File: src/rtl/window_avg_sched.sv
`default_nettype none
// +--------------------------------------------------------------------------+
// | window_avg_sched: round-robin scheduler sharing one ap_ctrl_chain kernel |
// | Revision: 1.0                                                            |
// +--------------------------------------------------------------------------+
module window_avg_sched #(
  parameter int NREQ    = 4,
  parameter int MAX_OUT = 2,
  parameter int TIMEOUT = 4096
) (
  input  logic                         ap_clk,
  input  logic                         ap_rst_n,
  input  logic [NREQ-1:0]              req,
  output logic [NREQ-1:0]              gnt,
  output logic [NREQ-1:0]              done,
  output logic                         k_ap_start,
  input  logic                         k_ap_ready,
  input  logic                         k_ap_done,
  output logic                         k_ap_continue,
  output logic [$clog2(MAX_OUT+1)-1:0] outstanding,
  output logic                         busy,
  output logic                         timeout_err,
  output logic                         proto_err,
  input  logic                         err_clr
);

  localparam int IW = (NREQ > 1) ? $clog2(NREQ) : 1;
  localparam int PW = (MAX_OUT > 1) ? $clog2(MAX_OUT) : 1;
  localparam int OW = $clog2(MAX_OUT + 1);
  localparam int WW = $clog2(TIMEOUT + 1);

  typedef enum logic [0:0] {
    S_IDLE  = 1'b0,
    S_ISSUE = 1'b1
  } state_t;

  state_t          state_q, state_d;
  logic [IW-1:0]   rr_q, rr_d;
  logic [IW-1:0]   cur_id_q, cur_id_d;
  logic [IW-1:0]   fifo_q [MAX_OUT];
  logic [PW-1:0]   wr_ptr_q, rd_ptr_q;
  logic [OW-1:0]   cnt_q, cnt_d;
  logic [WW-1:0]   wd_q, wd_d;
  logic [NREQ-1:0] gnt_q, gnt_d, done_q, done_d;
  logic            timeout_err_q, proto_err_q;

  logic [2*NREQ-1:0] req_dbl;
  logic [NREQ-1:0]   req_rot;
  logic [IW-1:0]     win_off;
  logic [IW:0]       win_sum;
  logic [IW-1:0]     win_id;
  logic              win_vld;
  logic              accept, pop, timeout_set, proto_set;

  // Rotate requests so that bit 0 is the requester at the round-robin pointer.
  always_comb begin
    req_dbl = {req, req};
    req_rot = req_dbl[rr_q +: NREQ];
    win_vld = |req;
    win_off = '0;
    for (int i = NREQ - 1; i >= 0; i--) begin
      if (req_rot[i]) win_off = IW'(i);
    end
    win_sum = {1'b0, rr_q} + {1'b0, win_off};
    win_id  = (win_sum >= (IW+1)'(NREQ)) ? IW'(win_sum - (IW+1)'(NREQ)) : IW'(win_sum);
  end

  assign accept      = (state_q == S_ISSUE) && k_ap_ready;
  assign pop         = k_ap_done && (cnt_q != '0);
  assign proto_set   = k_ap_done && (cnt_q == '0);

  always_comb begin
    state_d  = state_q;
    cur_id_d = cur_id_q;
    rr_d     = rr_q;
    case (state_q)
      S_IDLE: begin
        if (win_vld && (cnt_q < OW'(MAX_OUT))) begin
          state_d  = S_ISSUE;
          cur_id_d = win_id;
        end
      end
      S_ISSUE: begin
        if (k_ap_ready) begin
          state_d = S_IDLE;
          rr_d    = (cur_id_q == IW'(NREQ - 1)) ? '0 : cur_id_q + IW'(1);
        end
      end
      default: state_d = S_IDLE;
    endcase
  end

  always_comb begin
    cnt_d = cnt_q;
    if (accept && !pop)      cnt_d = cnt_q + OW'(1);
    else if (!accept && pop) cnt_d = cnt_q - OW'(1);

    gnt_d  = accept ? (NREQ'(1) << cur_id_q) : '0;
    done_d = pop ? (NREQ'(1) << fifo_q[rd_ptr_q]) : '0;

    // Watchdog only runs while work is in flight and nothing has completed.
    if (pop || (cnt_q == '0))       wd_d = '0;
    else if (wd_q == WW'(TIMEOUT))  wd_d = wd_q;
    else                            wd_d = wd_q + WW'(1);
    timeout_set = (wd_q != WW'(TIMEOUT)) && (wd_d == WW'(TIMEOUT));
  end

  always_ff @(posedge ap_clk or negedge ap_rst_n) begin
    if (!ap_rst_n) begin
      state_q       <= S_IDLE;
      rr_q          <= '0;
      cur_id_q      <= '0;
      wr_ptr_q      <= '0;
      rd_ptr_q      <= '0;
      cnt_q         <= '0;
      wd_q          <= '0;
      gnt_q         <= '0;
      done_q        <= '0;
      timeout_err_q <= 1'b0;
      proto_err_q   <= 1'b0;
    end else begin
      state_q  <= state_d;
      rr_q     <= rr_d;
      cur_id_q <= cur_id_d;
      cnt_q    <= cnt_d;
      wd_q     <= wd_d;
      gnt_q    <= gnt_d;
      done_q   <= done_d;
      if (accept) wr_ptr_q <= (wr_ptr_q == PW'(MAX_OUT - 1)) ? '0 : wr_ptr_q + PW'(1);
      if (pop)    rd_ptr_q <= (rd_ptr_q == PW'(MAX_OUT - 1)) ? '0 : rd_ptr_q + PW'(1);
      // A set event in the same cycle as err_clr wins.
      timeout_err_q <= timeout_set | (timeout_err_q & ~err_clr);
      proto_err_q   <= proto_set | (proto_err_q & ~err_clr);
    end
  end

  always_ff @(posedge ap_clk) begin
    if (accept) fifo_q[wr_ptr_q] <= cur_id_q;
  end

  assign gnt           = gnt_q;
  assign done          = done_q;
  assign k_ap_start    = (state_q == S_ISSUE);
  assign k_ap_continue = (cnt_q != '0);
  assign outstanding   = cnt_q;
  assign busy          = (state_q == S_ISSUE) || (cnt_q != '0);
  assign timeout_err   = timeout_err_q;
  assign proto_err     = proto_err_q;

endmodule
`default_nettype wire

File: config.mk
export PLATFORM = sky130hd
export DESIGN_NAME = window_avg_sched
export DESIGN_NICKNAME = d
export VERILOG_FILES = /design/src/rtl/window_avg_sched.sv
export SDC_FILE = /design/constraint.sdc
export NUM_CORES = 1
export LEC_CHECK = 0
export ABC_AREA = 1
export BUFFER_PORTS_ARGS = -buffer_cell sky130_fd_sc_hd__buf_2
export CELL_PAD_IN_SITES_DETAIL_PLACEMENT = 1
export CELL_PAD_IN_SITES_GLOBAL_PLACEMENT = 2
export CORE_MARGIN = 2
export CORE_UTILIZATION = 34
export DETAILED_ROUTE_END_ITERATION = 10
export PLACE_DENSITY = 0.75
export REMOVE_ABC_BUFFERS = 1
export SYNTH_ARGS = -nofsm -noshare
export SYNTH_HDL_FRONTEND = slang
export SYNTH_SLANG_ARGS = --single-unit
File: constraint.sdc
create_clock -name ap_clk -period 2.1 [get_ports ap_clk]
set_input_delay 0.315 -clock ap_clk [delete_from_list [all_inputs] [get_ports ap_clk]]
set_output_delay 0.315 -clock ap_clk [all_outputs]
set_load 0.05 [all_outputs]
* Yosys cells after proc, flatten, opt, wreduce, memory -nomap -nowiden *
Memories as Yosys holds them, arrays and structs flattened.
Index checks and enable logic that the tools add are counted.

cells by class
  add/subtract/negate cells = 8
  reduce and logical (&&, ||, !) cells = 17
  bitwise operators = 6
  shift operators = 3
  magnitude comparators = 2
  mux-type cells = 19
  equality and inequality tests = 4

operators with widths
  kind                                                                number
  13-bit == test, second input constant                               2
  13-bit 2-to-1 mux                                                   2
  2-bit 2-to-1 mux                                                    8
  13-bit by 1-bit adder with 13-bit output, second input constant     1
  13-bit != test, second input constant                               1
  4-bit 2-to-1 mux                                                    2
  8-bit by 3-bit indexed part select with 4-bit output                1
  1-bit by 2-bit << shifter with 4-bit output, first input constant   2
  1-bit logical AND                                                   7
  1-bit 2-to-1 mux                                                    6
  2-bit by 1-bit adder with 2-bit output, second input constant       2
  2-bit AND reduction                                                 2
  2-bit nonzero test                                                  2
  4-bit OR reduction                                                  1
  2-bit by 1-bit subtractor with 2-bit output, second input constant  2
  2-bit by 2-bit adder with 3-bit output                              1
  3-bit >= comparator, second input constant                          1
  1-bit adder, second input constant                                  2
  1-bit bitwise AND                                                   2
  2-bit == test, second input constant                                1
  1-bit logical NOT                                                   2
  2-bit logical NOT                                                   1
  1-bit logical OR                                                    2
  2-bit < comparator, second input constant                           1
  other kinds (3)                                                     5

word-level totals
  logic and storage cells = 71
  memories = 1
  output and inout port bits = 15
  bits in writable memories = 4
  register bits = 32
  input bits = 9

memories
  memory  depth  bits a word  rd ports  clocked after memory_dff  wr ports  line  RTL
  fifo_q  2      2            1         0                         1         40    logic [IW-1:0] fifo_q [MAX_OUT];

* Depth between registers and ports, before layout *
Gate-level depths: netlist of the first run.

  depth in word-level cells = 8
  mapped depth = 12

* Least setup slack after synthesis of the first run *
No wires, ideal clock.

  path kind = reg2reg
  from = register cnt_q[1], in the netlist outstanding[1]
  to = register cnt_q[1], in the netlist outstanding[1]
  period minus slack after synthesis = 1818 ps
  arrival = 1675 ps
  library setup time = 143 ps
  setup slack = 282 ps
  stages on the path, launching flop included = 8
  cell sequence = dfrtp_1 > nor2_2 > nor2_1 > inv_1 > ha_1 > a21oi_1 > o21ai_0 > xnor2_1

between the ends
  longest elaborated chain between the ends = 5
  elaborated cells on any way between the ends = 10
  classes of those cells = add/sub: 2; mux: 2; reduce/logical: 6

RTL lines
  element                                                                              line  RTL
  start, declared                                                                      42    logic [OW-1:0] cnt_q, cnt_d;
  start signal, assigned                                                               125   cnt_q <= cnt_d;
  branches (longest 5 deep; another with 2-bit by 1-bit subtractor with 2-bit output)  n/a

Parallel ways; which one is timed is not known. The select of a mux whose other input is x is not followed.
A chain may end at the register's enable or synchronous reset.

* Final worst setup path of the first run *
  from = register wd_q[0]
  to = register timeout_err_q, in the netlist timeout_err

between the ends
  longest elaborated chain between the ends = 6
  elaborated cells on any way between the ends = 8
  classes of those cells = add/sub: 1; eq/ne: 3; mux: 2; bitwise: 1; reduce/logical: 1

RTL lines
  element                                                                     line      RTL
  start, declared                                                             43        logic [WW-1:0] wd_q, wd_d;
  start signal, assigned                                                      126       wd_q <= wd_d;
  13-bit by 1-bit adder with 13-bit output or 13-bit == test (tied branches)  104, 103
  13-bit 2-to-1 mux *                                                         103       else if (wd_q == WW'(TIMEOUT)) wd_d = wd_q;
  13-bit 2-to-1 mux *                                                         102       if (pop || (cnt_q == '0)) wd_d = '0;
  net wd_d[6]                                                                 43
  13-bit == test *                                                            105       timeout_set = (wd_q != WW'(TIMEOUT)) && (wd_d == WW'(TIMEOUT));
  1-bit logical AND *                                                         105
  1-bit bitwise OR *                                                          132       timeout_err_q <= timeout_set | (timeout_err_q & ~err_clr);
  end signal, assigned                                                        132
  end, declared                                                               45        logic timeout_err_q, proto_err_q;

Mark *: on every way through the listed nets, which the timed path passes. The rest lies on a longest branch.

==> results.ini, run 1 <==
[global_route]
grt_remaining_overflow=0
gr-usage-met3=0.0348
track_usage=0.168
met2_usage=0.299
use_met1=0.208
grt_pass1_wl_um=8290
grt_antenna_before_repair=0
grt_max_degree=33
top_usage_layer=met2
grt_pass1_vias=1735

[layout]
syn2layout_area_growth_pct=16.2
post_route_cells_drive_above_1_share=0.166
n_antenna_cell=0
layout_commonest_cell=nand2_1
finalNetCount=299
mostFrequentLayoutCells=nand2_1, inv_1, dfrtp_1
final_util=0.413
final_cells=355
nFillCells=723

[synth]
syn_inst=251
synth_top_cell_area_share=0.405
avgSynthCellArea_um2=7.89
synth-seq-cells=36
yosysWarnings=0
syn-cell-area_um2=1980
yosysSeqAreaShare=0.465
synth.distinct_cells=25
yosysTopAreaCell=dfrtp_1
synth_area_leaders=dfrtp_1, nand2_1, inv_1, nand3_1, edfxtp_1

[cts]
clk_latency_ps=280
post_cts_resized=0
clk_pin_slew_worst_paths_ps=80
clockBufferDepth=2
cts-root-buf=clkbuf_8
clock_sinks=36
cts_hold_buf=0
post_cts_buffers=0
cts_tree=built
cts-htree-levels=2
cts_buffers=5

[placed_design]
place.gp.congestion=0.757
io_buffers=23
dpl.hpwl_um=3730
placed_cells=347

[drt]
drt_iter0_markers=54
route.detailed.drc=0
ant_nets=0
wl_um=4690
routed_via_density=4.74
firstDrtPassIters=4
post_drt_wl_per_cell_um=13.2
num_vias=1681

[die]
ios=24
start_util=0.355
coreArea_um2=5570
dieArea_um2=6450
dieHeight_um=80.3
fp.dieW_um=80.3
rows=27

[min_path]
hold_path.class=in2async

[critical_path]
critPathKind=reg2reg
crit_arrival_ps=1910
cp.required_ps=2330
critPathMaxFanout=7
cp-end-kind=register
worstSetupStartpointType=register

[timing]
max_freq_mhz=595
rsz0062_at_grt=false
finalClockSkew_ps=5.98
fin_setup_tns_ps=0
finalSetupViolCount=0
final_max_slew_viol_count=0
hold_violations=0
whs_ps=87.7
max-slew-margin-rel=0.498
worstMarginPinSlew_ps=753
fin_crit_sh=0.801
final.min_clock_period_ps=1680

[job]
cap_violations=0

[power]
peakVddDrop_uv=795
powerDensity_nw_per_um2=1250
p_leak_uw=0.00121
power_uw=2870

[outcome]
status=complete, no violations

-- registers in the layout, summed over array words and instances (netlist names) --
signal,flops
wd_q,13
done,4
fifo_q,4
gnt,4
cur_id_q,2
outstanding,2
rr_q,2
k_ap_start,1
proto_err,1
rd_ptr_q,1
timeout_err,1
wr_ptr_q,1
-- routing by layer --
layer | vias to the layer above | share of wire
met2 | 18 | 0.51
met3 | 5 | 0.022
met4 | 0 | 0.012
li1 | 851 | -
met1 | 807 | 0.46
met5 | - | 0
-- path summary, 6_finish.rpt --
| check | start | endpoint | slack (ps) | cells past startpoint |
|---|---|---|---|---|
| setup / recovery | wd_q[0] | timeout_err | 420 | 12 |
| hold / removal | ap_rst_n | outstanding[0] | 90 | 1 |
| setup reg to reg | wd_q[0] | timeout_err | 420 | 12 |
| hold reg to reg | timeout_err | timeout_err | 490 | 2 |
| max in group asynchronous | ap_rst_n | wd_q[5] | 1520 | 1 |
| min in group ap_clk | k_ap_ready | k_ap_start | 240 | 2 |
-- metrics by stage --
step / cell area, um^2 / setup WS [ps]
finish: 2300 / 418
global route: 2300 / 213
CTS: 2300 / 397
detailed placement: 2190 / 412
global placement: 2190 / 450
floorplan: 1970 / 192
-- critical path, stage by stage (launching register included) --
cell      delay (ps)
dfrtp_1          460
ha_1             270
nand2_2          110
nor2_4            50
nand2_2           70
clkinv_1         100
nor2_1           130
nor2_2            60
nor2_1           100
nand2_1           60
nor2_1           110
nand2_1           70
nand2_1           50
-- synth_stat cells --
cell type	instances
a21boi_0	1
a21oi_1	5
a21oi_2	1
buf_6	1
clkinv_1	1
dfrtp_1	32
edfxtp_1	4
ha_1	8
inv_1	43
mux2i_1	1
nand2_1	58
nand2_2	3
nand3_1	29
nand3_2	2
nand4_1	4
nor2_1	29
nor2_2	4
nor2_4	3
nor3_1	5
nor4_1	1
o21a_1	1
o21ai_0	9
o21ai_2	1
xnor2_1	2
xor2_1	3
-- report_power, final --
part | switching (uW) | leakage (uW) | internal, uW
Sequential | 163 | 0.000462 | 880
Clock | 256 | 0.0000541 | 351
Combinational | 854 | 0.000690 | 366
-- cell families (layout without fill, tap and decap cells) --
kind of cell	count (synthesis)	in the layout	synth area share
muxes	1	1	0.00506
DFF	36	36	0.465
adders and majority gates	8	8	0.0506
and+or+nand+nor	138	138	0.316
buffers and inverters	45	77	0.0891
AOI/OAI and AO/OA	18	18	0.0518
xor gates and xnor gates	5	5	0.0221
-- final cells by class --
| type | count | area, um^2 | area share |
|---|---|---|---|
| clock inverters | 3 | 42.5 | 0.0185 |
| multi-input cells | 170 | 882 | 0.384 |
| well taps | 72 | 90.1 | 0.0392 |
| clock buffers | 5 | 68.8 | 0.0299 |
| flip-flops and latches | 36 | 921 | 0.400 |
| repair buffers | 25 | 130 | 0.0566 |
| inverters | 44 | 165 | 0.0718 |
(Power assumes the default switching activity.)
==> run 2, diff against run 1 <==
--- a/config.mk
+++ b/config.mk
@@ -10,9 +10,9 @@
 export CELL_PAD_IN_SITES_DETAIL_PLACEMENT = 1
 export CELL_PAD_IN_SITES_GLOBAL_PLACEMENT = 2
 export CORE_MARGIN = 2
-export CORE_UTILIZATION = 34
+export CORE_UTILIZATION = 30
 export DETAILED_ROUTE_END_ITERATION = 10
-export PLACE_DENSITY = 0.75
+export PLACE_DENSITY = 0.7
 export REMOVE_ABC_BUFFERS = 1
 export SYNTH_ARGS = -nofsm -noshare
 export SYNTH_HDL_FRONTEND = slang
==> constraint.sdc (replaced) <==
create_clock -name ap_clk -period 1.5 [get_ports ap_clk]
set_input_delay 0.225 -clock ap_clk [delete_from_list [all_inputs] [get_ports ap_clk]]
set_output_delay 0.225 -clock ap_clk [all_outputs]
set_load 0.05 [all_outputs]
==> results.ini, run 2 (same netlist as run 1, synthesis figures left out) <==
[min_path]
hold_path.class=in2reg
min_delay_path_depth=2

[layout]
finalNetCount=337  ; +13%
regMostFlops=wd_q
layout_commonest_cell=nand2_1
finalInstanceArea_um2=2780  ; +21%
mostFrequentLayoutCells=nand2_1, inv_1, buf_4
largest_reg_flops=13  ; unchanged
syn2layout_area_growth_pct=40.4
n_antenna_cell=0  ; unchanged
final_util=0.438  ; +0.0251
post_route_cells_drive_above_1_share=0.396  ; +0.230

[power]
pwr-share-seq=0.291  ; -0.072
powerDensity_nw_per_um2=1780  ; +43%
p_int_uw=2820  ; +76%
clkPwrFrac=0.171  ; -0.041
power_uw=4950  ; +72%
p_sw_uw=2130  ; +68%
p_comb_frac=0.538  ; +0.113
p_leak_uw=0.00144  ; +19%
peakVddDrop_uv=1150  ; +45%
swShare=0.431  ; -0.0122

[timing]
finalClockSkew_ps=4.97  ; -1.01 ps
fin_crit_sh=1.02  ; +0.224
hold_violations=0  ; unchanged
final.min_clock_period_ps=1540  ; -145 ps
final_max_slew_viol_count=0  ; unchanged
worst_slack_ps=-37.4  ; -455 ps
max-slew-margin-rel=0.711  ; +0.213
max_freq_mhz=650  ; +9.4%
worstMarginPinSlew_ps=433  ; -320 ps
rsz0062_at_grt=true
finalSetupViolCount=1  ; +1

[cts]
cts_tree=built
clockBufferDepth=2  ; unchanged
cts-root-buf=clkbuf_8
clock_sinks=36  ; unchanged
cts-htree-levels=2  ; unchanged
cts_buffers=5  ; unchanged
clk_latency_ps=290  ; about the same
clk_pin_slew_worst_paths_ps=70  ; about the same

[global_route]
grt_pass1_vias=1996  ; +15%
grt_max_degree=33  ; unchanged
grt_remaining_overflow=0  ; unchanged
grt_antenna_before_repair=0  ; unchanged
grt_pass1_wl_um=9140  ; +10%
track_usage=0.158  ; -0.0107

[critical_path]
critPathMaxFanout=5  ; -2
critPathKind=reg2reg
cp-end-kind=register
cp.required_ps=1680  ; -650 ps
crit_arrival_ps=1720  ; -190 ps
reg2regPathDepth=11  ; -1
worstSetupStartpointType=register

[drt]
wl_um=5400  ; +15%
firstDrtPassIters=4  ; unchanged
route.detailed.drc=0  ; unchanged
ant_nets=0  ; unchanged
drt_iter0_markers=42  ; -22%
post_drt_wl_per_cell_um=13.6  ; +2.7%
routed_via_density=4.66  ; -1.6%
num_vias=1855  ; +10%

[outcome]
violations=setup timing
status=finished, violations left

[die]
dieHeight_um=85.2  ; +6.1%
dieArea_um2=7260  ; +13%
start_util=0.312  ; -0.0434
fp.dieW_um=85.2  ; +6.1%
coreArea_um2=6350  ; +14%
ios=24  ; unchanged
rows=29  ; +7.4%

[placed_design]
pre_cts_ws_ps=-110  ; -522 ps
dpl.hpwl_um=4110  ; +10%
place.gp.congestion=0.742  ; -2.1%
io_buffers=23  ; unchanged
placedInstanceArea_um2=2430  ; +11%

[job]
cap_violations=0  ; unchanged

-- run 2: cell types whose count changed in the layout (fill, tap and decap cells not counted), sizes merged --
| cell | previous run | this run |
|---|---|---|
| buf | 25 | 62 |
| clkbuf | 5 | 6 |
| clkinv | 2 | 1 |
| clkinvlp | 1 | 0 |
| dlygate4sd3 | 0 | 1 |
| inv | 43 | 44 |
-- run 2: metal layers --
metal / global-route usage / vias up / share of wire
met3: 0.0428 / 4 / 0.036
met2: 0.271 / 18 / 0.53
met5: 0 / - / 0
met1: 0.192 / 908 / 0.43
li1: - / 925 / -
met4: 0.0505 / 0 / 0.0080
-- run 2: repair_timing --
item | CTS | global route
pin swaps | 19 | 19
hold buffers | 1 | 0
resized for setup | 23 | 33
hold endpoints to repair | 32 | 0
endpoints found under the setup margin | 4 | 7
buffers inserted | 3 | 4
-- run 2: metrics by stage --
stage	cells	TNS (ps)	hold slack [ps]
2_1_floorplan	250	-1220	-70.6
3_3_place_gp	383	-119	281
3_5_place_dp	383	-275	289
4_1_cts	394	-94.1	128
5_1_grt	398	-334	160
6_report	398	-37.4	144
-- run 2: power groups by stage --
| stage | sequential (uW) | clock [uW] | combinational [uW] |
|---|---|---|---|
| final | 1440 | 847 | 2660 |
| after global routing | 1480 | 918 | 2960 |
| after CTS | 1430 | 883 | 2410 |
| after detailed placement | 1430 | 0 | 2220 |
| after global placement | 1420 | 0 | 2190 |
| after floorplan | 1780 | 0 | 967 |
-- run 2: area by class of cell --
cell class / count / area [um^2]
clock inverter: 2 / 35.0
tap: 77 / 96.3
clock buffer: 6 / 72.6
fill: 795 / 3570
timing repair buffer: 63 / 424
sequential: 36 / 922
inverter: 44 / 168
multi-input combinational: 170 / 1060
-- run 2: final timing paths --
| path | startpoint | to | slack [ps] |
|---|---|---|---|
| setup / recovery | wd_q[0] | timeout_err | -40 |
| hold / removal | k_ap_ready | k_ap_start | 140 |
| setup reg to reg | wd_q[0] | timeout_err | -40 |
| hold reg to reg | proto_err | proto_err | 490 |
| max in group asynchronous | ap_rst_n | rr_q[0] | 670 |
| min in group asynchronous | ap_rst_n | done[2] | 500 |
-- run 2: worst max-delay path, cell delays in order (launching register included) --
cell	delay, ps
dfrtp_1	390
ha_2	210
nand2_2	80
nor2_4	160
buf_4	140
a21oi_1	60
nor2_1	170
nor2_2	50
nand2_1	60
nor2_1	40
nand2_1	50
nand2_1	40
==> run 3, diff against run 2 <==
--- a/config.mk
+++ b/config.mk
@@ -11,6 +11,8 @@
 export CELL_PAD_IN_SITES_GLOBAL_PLACEMENT = 2
 export CORE_MARGIN = 2
 export CORE_UTILIZATION = 30
+export CTS_BUF_LIST = sky130_fd_sc_hd__clkbuf_16
+export CTS_CLUSTER_DIAMETER = 50
 export DETAILED_ROUTE_END_ITERATION = 10
 export PLACE_DENSITY = 0.7
 export REMOVE_ABC_BUFFERS = 1
==> results.ini, run 3 (same netlist as run 1, synthesis figures left out) <==
[layout]
syn2layout_area_growth_pct=43.7
regMostFlops=wd_q
finalNetCount=338  ; +0.30%
multiInputGateArea_um2=1060  ; -0.47%
final_cells=399  ; +0.25%
layout_commonest_cell=nand2_1
nFillCells=778  ; -2.1%
finalInstanceArea_um2=2850  ; +2.4%
final_util=0.448  ; +0.0104
mostFrequentLayoutCells=nand2_1, inv_1, buf_4
largest_reg_flops=13  ; unchanged
n_antenna_cell=0  ; unchanged
seq_area_um2=922  ; unchanged
post_route_cells_drive_above_1_share=0.385  ; -0.0105

[timing]
fin_setup_tns_ps=-37.0  ; +0.401 ps
final_max_slew_viol_count=0  ; unchanged
worst_slack_ps=-37.0  ; +0.401 ps
hold_violations=0  ; unchanged
rsz0062_at_grt=true
fin_crit_sh=1.02  ; about the same
finalClockSkew_ps=2.77  ; -2.20 ps
max_freq_mhz=651  ; about the same
finalSetupViolCount=1  ; unchanged
final.min_clock_period_ps=1540  ; -0.401 ps
worstMarginPinSlew_ps=432  ; -0.539 ps
max-slew-margin-rel=0.712  ; about the same

[global_route]
grt_max_degree=33  ; unchanged
grt_pass1_wl_um=9200  ; +0.60%
grt_antenna_before_repair=0  ; unchanged
grt_remaining_overflow=0  ; unchanged
grt_pass1_vias=1994  ; -0.10%
track_usage=0.159  ; +0.00102

[critical_path]
cp.required_ps=1710  ; +30 ps
worstSetupStartpointType=register
cp-end-kind=register
critPathMaxFanout=6  ; +1
crit_arrival_ps=1750  ; +30 ps
critPathKind=reg2reg

[placed_design]
placedInstanceArea_um2=2430  ; unchanged
place.gp.congestion=0.742  ; unchanged
dpl.hpwl_um=4110  ; unchanged
io_buffers=23  ; unchanged
placed_cells=383  ; unchanged

[power]
clkPwrFrac=0.216  ; +0.045
powerDensity_nw_per_um2=1880  ; +5.7%
p_leak_uw=0.00148  ; +3.2%
swShare=0.408  ; -0.0226
p_sw_uw=2190  ; +2.6%
p_int_uw=3170  ; +13%
p_comb_frac=0.515  ; -0.023
peakVddDrop_uv=1230  ; +6.5%
pwr-share-seq=0.270  ; -0.021

[outcome]
status=finished, violations left
violations=setup timing

[cts]
clk_latency_ps=270  ; -20 ps
cts_buffers=5  ; unchanged
cts_tree=built
clk_pin_slew_worst_paths_ps=50  ; -20 ps
clock_sinks=36  ; unchanged
cts-root-buf=clkbuf_16
clockBufferDepth=2  ; unchanged
cts-htree-levels=2  ; unchanged

[job]
cap_violations=0  ; unchanged

[min_path]
hold_path.class=in2reg

[drt]
route.detailed.drc=0  ; unchanged
post_drt_wl_per_cell_um=13.6  ; +0.47%
firstDrtPassIters=4  ; unchanged
wl_um=5440  ; +0.72%
num_vias=1871  ; +0.86%
drt_iter0_markers=52  ; +24%
ant_nets=0  ; unchanged
routed_via_density=4.69  ; +0.61%

[die]
rows=29  ; unchanged
start_util=0.312  ; unchanged
ios=24  ; unchanged
coreArea_um2=6350  ; unchanged
dieHeight_um=85.2  ; unchanged
fp.dieW_um=85.2  ; unchanged
dieArea_um2=7260  ; unchanged

run 3: routing by layer:
layer  global-route usage  routed length (um)  vias to the layer above
li1                     -                   -                      929
met1                0.191                2350                      917
met2                0.278                2850                       19
met3               0.0409                 187                        6
met4               0.0462                  59                        0
met5                    0                   0                        -
run 3: final cells by class:
cell class | instances | share of cell area
inverter | 44 | 0.0589
sequential | 36 | 0.324
timing repair buffer | 64 | 0.154
clock buffer | 5 | 0.0440
clock inverter | 3 | 0.0136
multi-input combinational | 170 | 0.371
tap | 77 | 0.0339
run 3: final timing paths:
check                           start           to  slack (ps)  depth (start not counted)
max reg2reg                   wd_q[0]  timeout_err         -40                         12
max                           wd_q[0]  timeout_err         -40                         12
max in group asynchronous    ap_rst_n      rr_q[0]         650                          3
min reg2reg                 proto_err    proto_err         480                          2
min in group asynchronous    ap_rst_n      done[2]         510                          3
min                        k_ap_ready   k_ap_start         160                          2
run 3: timing repair:
action | in CTS | in global routing
resized for setup | 21 | 35
hold buffers | 1 | 0
gates cloned | 0 | 0
endpoints found under the setup margin | 3 | 7
pin swaps | 17 | 16
hold endpoints to repair | 32 | 0
buffers inserted | 3 | 5
run 3: per-stage QoR:
step | worst slack (ps) | hold slack (ps) | power, uW
floorplan | -408 | -70.6 | 2740
global placement | -86.7 | 281 | 3610
detailed placement | -110 | 289 | 3650
CTS | -89.8 | 150 | 5030
global route | -178 | 183 | 5760
finish | -37.0 | 158 | 5360
run 3: critical path: stages, from the launching register on:
cell,delay [ps]
dfrtp_1,410
ha_2,200
nand2_2,90
nor2_4,60
nand2_2,80
clkinv_1,110
nor2_2,130
nor2_2,50
nor2_1,120
nand2_1,60
nor2_1,80
nand2_1,60
nand2_1,50
run 3: power by group through the flow:
stage | Clock [uW] | Combinational, uW | Sequential [uW]
6_report | 1150 | 2760 | 1440
5_1_grt | 1220 | 3060 | 1480
4_1_cts | 1190 | 2410 | 1430
3_5_place_dp | 0 | 2220 | 1430
3_3_place_gp | 0 | 2190 | 1420
2_1_floorplan | 0 | 967 | 1780
